===== config.mk =====
export PLATFORM = sky130hd
export DESIGN_NAME = mem_bus_resizer
export DESIGN_NICKNAME = d
export VERILOG_FILES = /design/src/rtl/mem_bus_resizer.sv
export SDC_FILE = /design/constraint.sdc
export NUM_CORES = 1
export LEC_CHECK = 0
export BUFFER_PORTS_ARGS = -buffer_cell sky130_fd_sc_hd__buf_2
export CORE_AREA = 2 2 78 80
export CTS_CLUSTER_SIZE = 20
export DETAILED_ROUTE_END_ITERATION = 8
export DIE_AREA = 0 0 80 82
export PLACE_DENSITY = 0.75
export SYNTH_ARGS = -nofsm -noshare
export SYNTH_HDL_FRONTEND = slang
export SYNTH_SLANG_ARGS = --single-unit
export TNS_END_PERCENT = 30

===== constraint.sdc =====
create_clock -name clk -period 4.35 [get_ports clk]
set_input_delay 0.435 -clock clk [delete_from_list [all_inputs] [get_ports clk]]
set_output_delay 0.435 -clock clk [all_outputs]
set_load 0.01 [all_outputs]

===== src/rtl/mem_bus_resizer.sv =====
// mem_bus_resizer: slave-side adapter between the V810 bus controller and a
// 32-bit synchronous memory model. Emulates a 16/32-bit device with a
// programmable number of wait states, drives ready and bus-size requests, and
// masks data lanes in both directions. Lanes are never shifted.
// Optional 8-bit device emulation is enabled by defining DBR_BYTE_BUS_EN.
module mem_bus_resizer #(
    parameter int unsigned CNT_W = 8
) (
    input  logic        clk,
    input  logic        rst_n,
    input  logic        ce,
    input  logic [31:0] ws,
    input  logic [31:0] dw,
    input  logic        ctlr_da_n,
    input  logic [3:0]  ctlr_be_n,
    output logic        ctlr_ready_n,
    output logic        ctlr_szrq_n,
    output logic [31:0] ctlr_di,
    input  logic [31:0] ctlr_do,
    output logic [31:0] mem_di,
    input  logic [31:0] mem_do
);

    localparam int unsigned DATA_W = 32;
    localparam int unsigned BE_W   = 4;
    localparam logic [CNT_W-1:0] CNT_MAX = '1;

    logic [CNT_W-1:0]  cnt;
    logic [CNT_W-1:0]  ws_sat;
    logic              cycle_act;
    logic              ready;
    logic [BE_W-1:0]   en;
    logic [BE_W-1:0]   lanes;
    logic              split;
    logic [DATA_W-1:0] lane_mask;

    // Saturate the wait-state request to the counter range
    always_comb begin
        ws_sat = ws[CNT_W-1:0];
        if (ws > DATA_W'(CNT_MAX)) begin
            ws_sat = CNT_MAX;
        end
    end

    // Cycle qualifier and ready; >= lets a shrinking WS end a cycle already past it
    always_comb begin
        cycle_act = ~ctlr_da_n & rst_n;
        ready     = cycle_act & (cnt >= ws_sat);
    end

    // Active lane selection and bus-size request condition by device width
    always_comb begin
        en    = ~ctlr_be_n;
        lanes = en;
        split = 1'b0;
        if (dw == 32'd16) begin
            if (|en[1:0]) begin
                lanes = {2'b00, en[1:0]};
            end else begin
                lanes = {en[3:2], 2'b00};
            end
            split = (|en[1:0]) & (|en[3:2]);
        end
`ifdef DBR_BYTE_BUS_EN
        else if (dw == 32'd8) begin
            lanes = en & (~en + BE_W'(1));
            split = |(en & (en - BE_W'(1)));
        end
`endif
    end

    // Expand per-byte lane enables into a data mask
    always_comb begin
        lane_mask = '0;
        for (int i = 0; i < BE_W; i++) begin
            lane_mask[8*i +: 8] = {8{lanes[i]}};
        end
    end

    // Combinational bus-facing outputs; all idle-high/zero outside a cycle
    always_comb begin
        ctlr_ready_n = ~ready;
        ctlr_szrq_n  = ~(cycle_act & split);
        ctlr_di      = cycle_act ? (mem_do & lane_mask) : '0;
        mem_di       = cycle_act ? (ctlr_do & lane_mask) : '0;
    end

    // Wait counter: restarts on idle or on the ready cycle, frozen when ce=0
    always_ff @(posedge clk or negedge rst_n) begin
        if (!rst_n) begin
            cnt <= '0;
        end else if (ce) begin
            if (ctlr_da_n || ready) begin
                cnt <= '0;
            end else begin
                cnt <= cnt + CNT_W'(1);
            end
        end
    end

endmodule


# Yosys cells after proc, flatten, opt, wreduce, memory -nomap -nowiden
# Index checks and enable logic that the tools add are counted.
[op_classes] addsub=1 multipliers=0 n_div=0 order_cmp=2 n_eq_ne=1 shifts=0 mux=7 n_bitwise=10 n_reduce_logical=3
[ops] op="$and A32 B32 Y32" n=2
[ops] op="$mux W32" n=2
[ops] op="$eq A32 B5 Y1 const B" n=1
[ops] op="$gt A32 B8 Y1 const B" n=1
[ops] op="$mux W8" n=2
[ops] op="$add A8 B1 Y8 const B" n=1
[ops] op="$ge A8 B8 Y1" n=1
[ops] op="$mux W4" n=2
[ops] op="$and A1 B1 Y1" n=4
[ops] op="$not A4 Y4" n=1
[ops] op="$reduce_or A2 Y1" n=2
[ops] op="$not A1 Y1" n=3
[ops] op="$logic_or A1 B1 Y1" n=1
[ops] op="$mux W1" n=1
[totals] regBits=8 latch_bits=0 mem_bits_rw=0 mem_bits_ro=0 inputBits=136 output_inout_bits=66 word_cells=25 memories=0

# Longest topological paths before layout
[depth] word_depth=6 depth_mapped=10 ltp_nobuf=10

# Worst setup path after synthesis
# OpenSTA, ideal clock, no wires.
[synth_path] path_type="input to output" start="in ws[13]" end="out ctlr_ready_n" t_arrival_ns=2.238 path_slack_ns=1.677 path_stages=9 path_buffers=0 cell_sequence="nor4_1 and4_1 nand3_1 or2_2 ha_1 nand2b_1 a31oi_1 o31ai_1 nand2b_1"
[synth_between] elab_chain_cells=5
[synth_rtl] item="from (decl)" line="12" rtl="input logic [31:0] ws,"
[synth_rtl] item="$gt A32 B8 Y1" line="40" rtl="if (ws > DATA_W'(CNT_MAX)) begin"
[synth_rtl] item="$mux W8" line="40"
[synth_rtl] item="$ge A8 B8 Y1" line="48" rtl="ready = cycle_act & (cnt >= ws_sat);"
[synth_rtl] item="$and A1 B1 Y1" line="48"
[synth_rtl] item="$not A1 Y1" line="82" rtl="ctlr_ready_n = ~ready;"
[synth_rtl] item="to (decl)" line="16" rtl="output logic ctlr_ready_n,"
# Every way passes these cells.

# Worst setup path in the final report
[layout_path] start="in ws[31]" end="out ctlr_ready_n"
# The elaborated chain is that of the path after synthesis.

==> impl_metrics.py <==
metrics = {
    "outcome": {
        "status": "complete, no violations",
    },
    "yosys": {
        "avgSynthCellArea_sq_um": 7.917,
        "synth_commonest_cells": "and2_1 (32), and2_4 (20), nor2_1 (13)",
        "synthMuxAreaShare_pct": 0,
        "synth_top_area_share_pct": 15.33,
        "async_flop_share_pct": 100.0,
        "ys_types": 32,
        "synth_compound_area_share_pct": 11.49,
        "ys_seq_area_share_pct": 15.33,
        "syn_inst": 165,
        "synthAdderAreaFrac_pct": 8.621,
        "yosysMostFrequentCell": "and2_1",
        "synthXorXnorAreaFrac_pct": 2.682,
        "ys_ff_latch": 8,
        "yosys.area_share.simple_pct": 58.43,
        "synth_nets": 310,
        "netlist_area_sq_um": 1306,
        "synth_top_family_by_area": "simple AND/OR/NAND/NOR gates",
        "yosys.area.top_type": "and2_1",
        "synth_area_leaders": "and2_1 (15%), dfrtp_1 (15%), and2_4 (13%)",
        "synth_warnings": 0,
        "synthFlopType": "dfrtp_1",
        "synth-edff-count": 0,
    },
    "timing": {
        "worst_slack_ps": 1205,
        "tns_ps": 0,
        "period_share_pct": 72.30,
        "tightest_slew_ps": 719.1,
        "hold_violations": 0,
        "maxSlewViolCount": 0,
        "holdWs_ps": 70.91,
        "clock_skew_ps": 0.8365,
        "setup_violations": 0,
        "period_needed_ps": 3145,
        "timing.fmax_ghz": 0.3180,
        "relSlewSlack_pct": 51.88,
        "rsz0062_at_grt": "false",
    },
    "global_routing": {
        "grtUsageTotal_pct": 13.93,
        "grt_max_degree": 17,
        "antenna_found_initial": 2,
        "globalRouteOverflowTotal": 0,
        "grt_pass1_vias": 1589,
        "grt_pass1_wl_microns": 7362,
    },
    "route": {
        "wl_microns": 5519,
        "dr_total_vias": 1908,
        "first_pass_iters": 4,
        "ant_nets": 0,
        "drcViolationCount": 0,
        "via_per_inst": 4.346,
        "drt-wirelength-per-cell_microns": 12.57,
        "drt_iter0_markers": 19,
    },
    "place": {
        "gp_congestion": 0.7835,
        "pre_cts_ws_ps": 1164,
        "portBuffers": 201,
        "place_hpwl_microns": 4958,
        "placed_area_sq_um": 2372,
    },
    "critical_path": {
        "cp.required_ps": 3910,
        "r2r-end": "cnt[0]",
        "startpoint_type": "primary input",
        "arrival_ps": 2710,
        "critical_path.max_fanout": 8,
        "r2r_start": "cnt[2]",
        "rr_worst_depth": 6,
        "worstSetupPathType": "primary input to output pin",
        "ff2ff_setup_slack_ps": 2470,
        "cp-end-kind": "output pin",
    },
    "cts": {
        "numCtsBuffers": 3,
        "clkSlewWorstSetupHoldPaths_ps": 40,
        "clkLatencyLatePin_ps": 220,
        "clock_sinks": 8,
        "hold_buffers": 0,
        "cts_tree": "yes",
        "clockBufferDepth": 2,
        "cts-root-buf": "clkbuf_8",
        "post-cts-setup-buffers": 0,
        "h-tree-depth": 1,
        "cts_resized": 0,
    },
    "floorplan": {
        "num_io_pins": 202,
        "core_sq_um": 5746,
        "die_area_sq_um": 6560,
        "start_util_pct": 22.74,
        "fp.dieH_microns": 82,
        "die_w_microns": 80,
        "rows": 28,
    },
    "final_layout": {
        "final_cell_area_sq_um": 2414,
        "reg_top3": "cnt: 8 flops",
        "largest_reg_flops": 8,
        "top_register": "cnt",
        "drive_gt1_share_pct": 66.21,
        "n_fill_cell": 615,
        "nNetsFinal": 511,
        "diodes": 0,
        "area_growth_pct": 84.77,
        "multi_input_area_sq_um": 1061,
        "seqCellArea_sq_um": 200.2,
    },
    "worst_hold_path": {
        "hold_path.class": "primary input to async pin",
    },
    "job": {
        "cap_violations": 0,
    },
    "power_and_ir_drop": {
        "vdd_drop_max_mv": 0.2011,
        "leakage_nw": 1.473,
        "power.density_nw_per_um2": 125.6,
        "total_power_mw": 0.3031,
    },
}
-- kinds of logic after synthesis --
logic type	after synthesis
XOR/XNOR	4
flip-flops	8
buffers and inverters	8
adder cells (fa/ha/maj)	9
AND/OR/NAND/NOR	115
AO/OA/AOI/OAI	21
-- cell type report --
| class | instances | share of cell area (%) |
|---|---|---|
| clock buffer | 3 | 1.711 |
| inverter | 3 | 0.4666 |
| multi-input combinational | 149 | 43.96 |
| sequential | 8 | 8.294 |
| tap | 75 | 3.888 |
| timing repair buffer | 201 | 41.68 |
-- cell usage in the layout, fill, tap and decap left out, types with 2 or more instances in the layout --
master | netlist | layout
o21ai_0 | 4 | 4
nor2_1 | 13 | 13
nand3_1 | 6 | 6
xor2_1 | 2 | 2
inv_1 | 3 | 3
nor4_1 | 12 | 12
buf_2 | 0 | 201
and2_4 | 20 | 20
nand4_1 | 3 | 3
a31oi_1 | 2 | 2
nand2_1 | 5 | 5
nor3_4 | 2 | 2
dfrtp_1 | 8 | 8
nand2b_1 | 4 | 4
and2_2 | 12 | 12
xnor2_1 | 2 | 2
a21oi_1 | 7 | 7
ha_1 | 9 | 9
a211o_1 | 3 | 3
and2_1 | 32 | 32
clkbuf_8 | 0 | 3
-- power by group --
group	internal (mW)	switching, mW
clock network	0.0598	0.0270
logic	0.0754	0.0547
registers	0.0793	0.00695
total	0.214	0.0887
-- through the flow --
| stage | cells | util [%] |
|---|---|---|
| 5_1_grt | 439 | 42.01 |
| 2_1_floorplan | 165 | - |
| 6_report | 439 | 42.01 |
| 4_1_cts | 439 | 42.01 |
| 3_5_place_dp | 436 | 41.29 |
| 3_3_place_gp | 436 | 41.29 |
-- critical path: stages --
cell and delay (ps):
buf_2 100, nor4_1 280, and4_1 220, nand3_1 220, or2_2 360, ha_1 260
nand2b_1 90, a31oi_1 80, o31ai_1 420, nand2b_1 90, buf_2 160
-- worst max path at each step --
| stage | cells after the start | startpoint | endpoint |
|---|---|---|---|
| 6_report | 11 | ws[31] | ctlr_ready_n |
| 5_1_grt | 11 | ws[19] | ctlr_ready_n |
| 4_1_cts | 11 | ws[31] | ctlr_ready_n |
| 3_5_place_dp | 11 | ws[19] | ctlr_ready_n |
| 3_3_place_gp | 11 | ws[31] | ctlr_ready_n |
| 2_1_floorplan | 9 | ws[13] | ctlr_ready_n |
-- routing by layer --
metal | global-route usage (%) | share of wire [%] | vias to the layer above
met3 | 4.615 | 11 | 4
li1 | - | - | 973
met1 | 17.39 | 39 | 844
met4 | 1.017 | 0.054 | 4
met2 | 24.33 | 49 | 83
met5 | 0 | 0.49 | -
No activity file was read; power rests on OpenSTA's default activity.
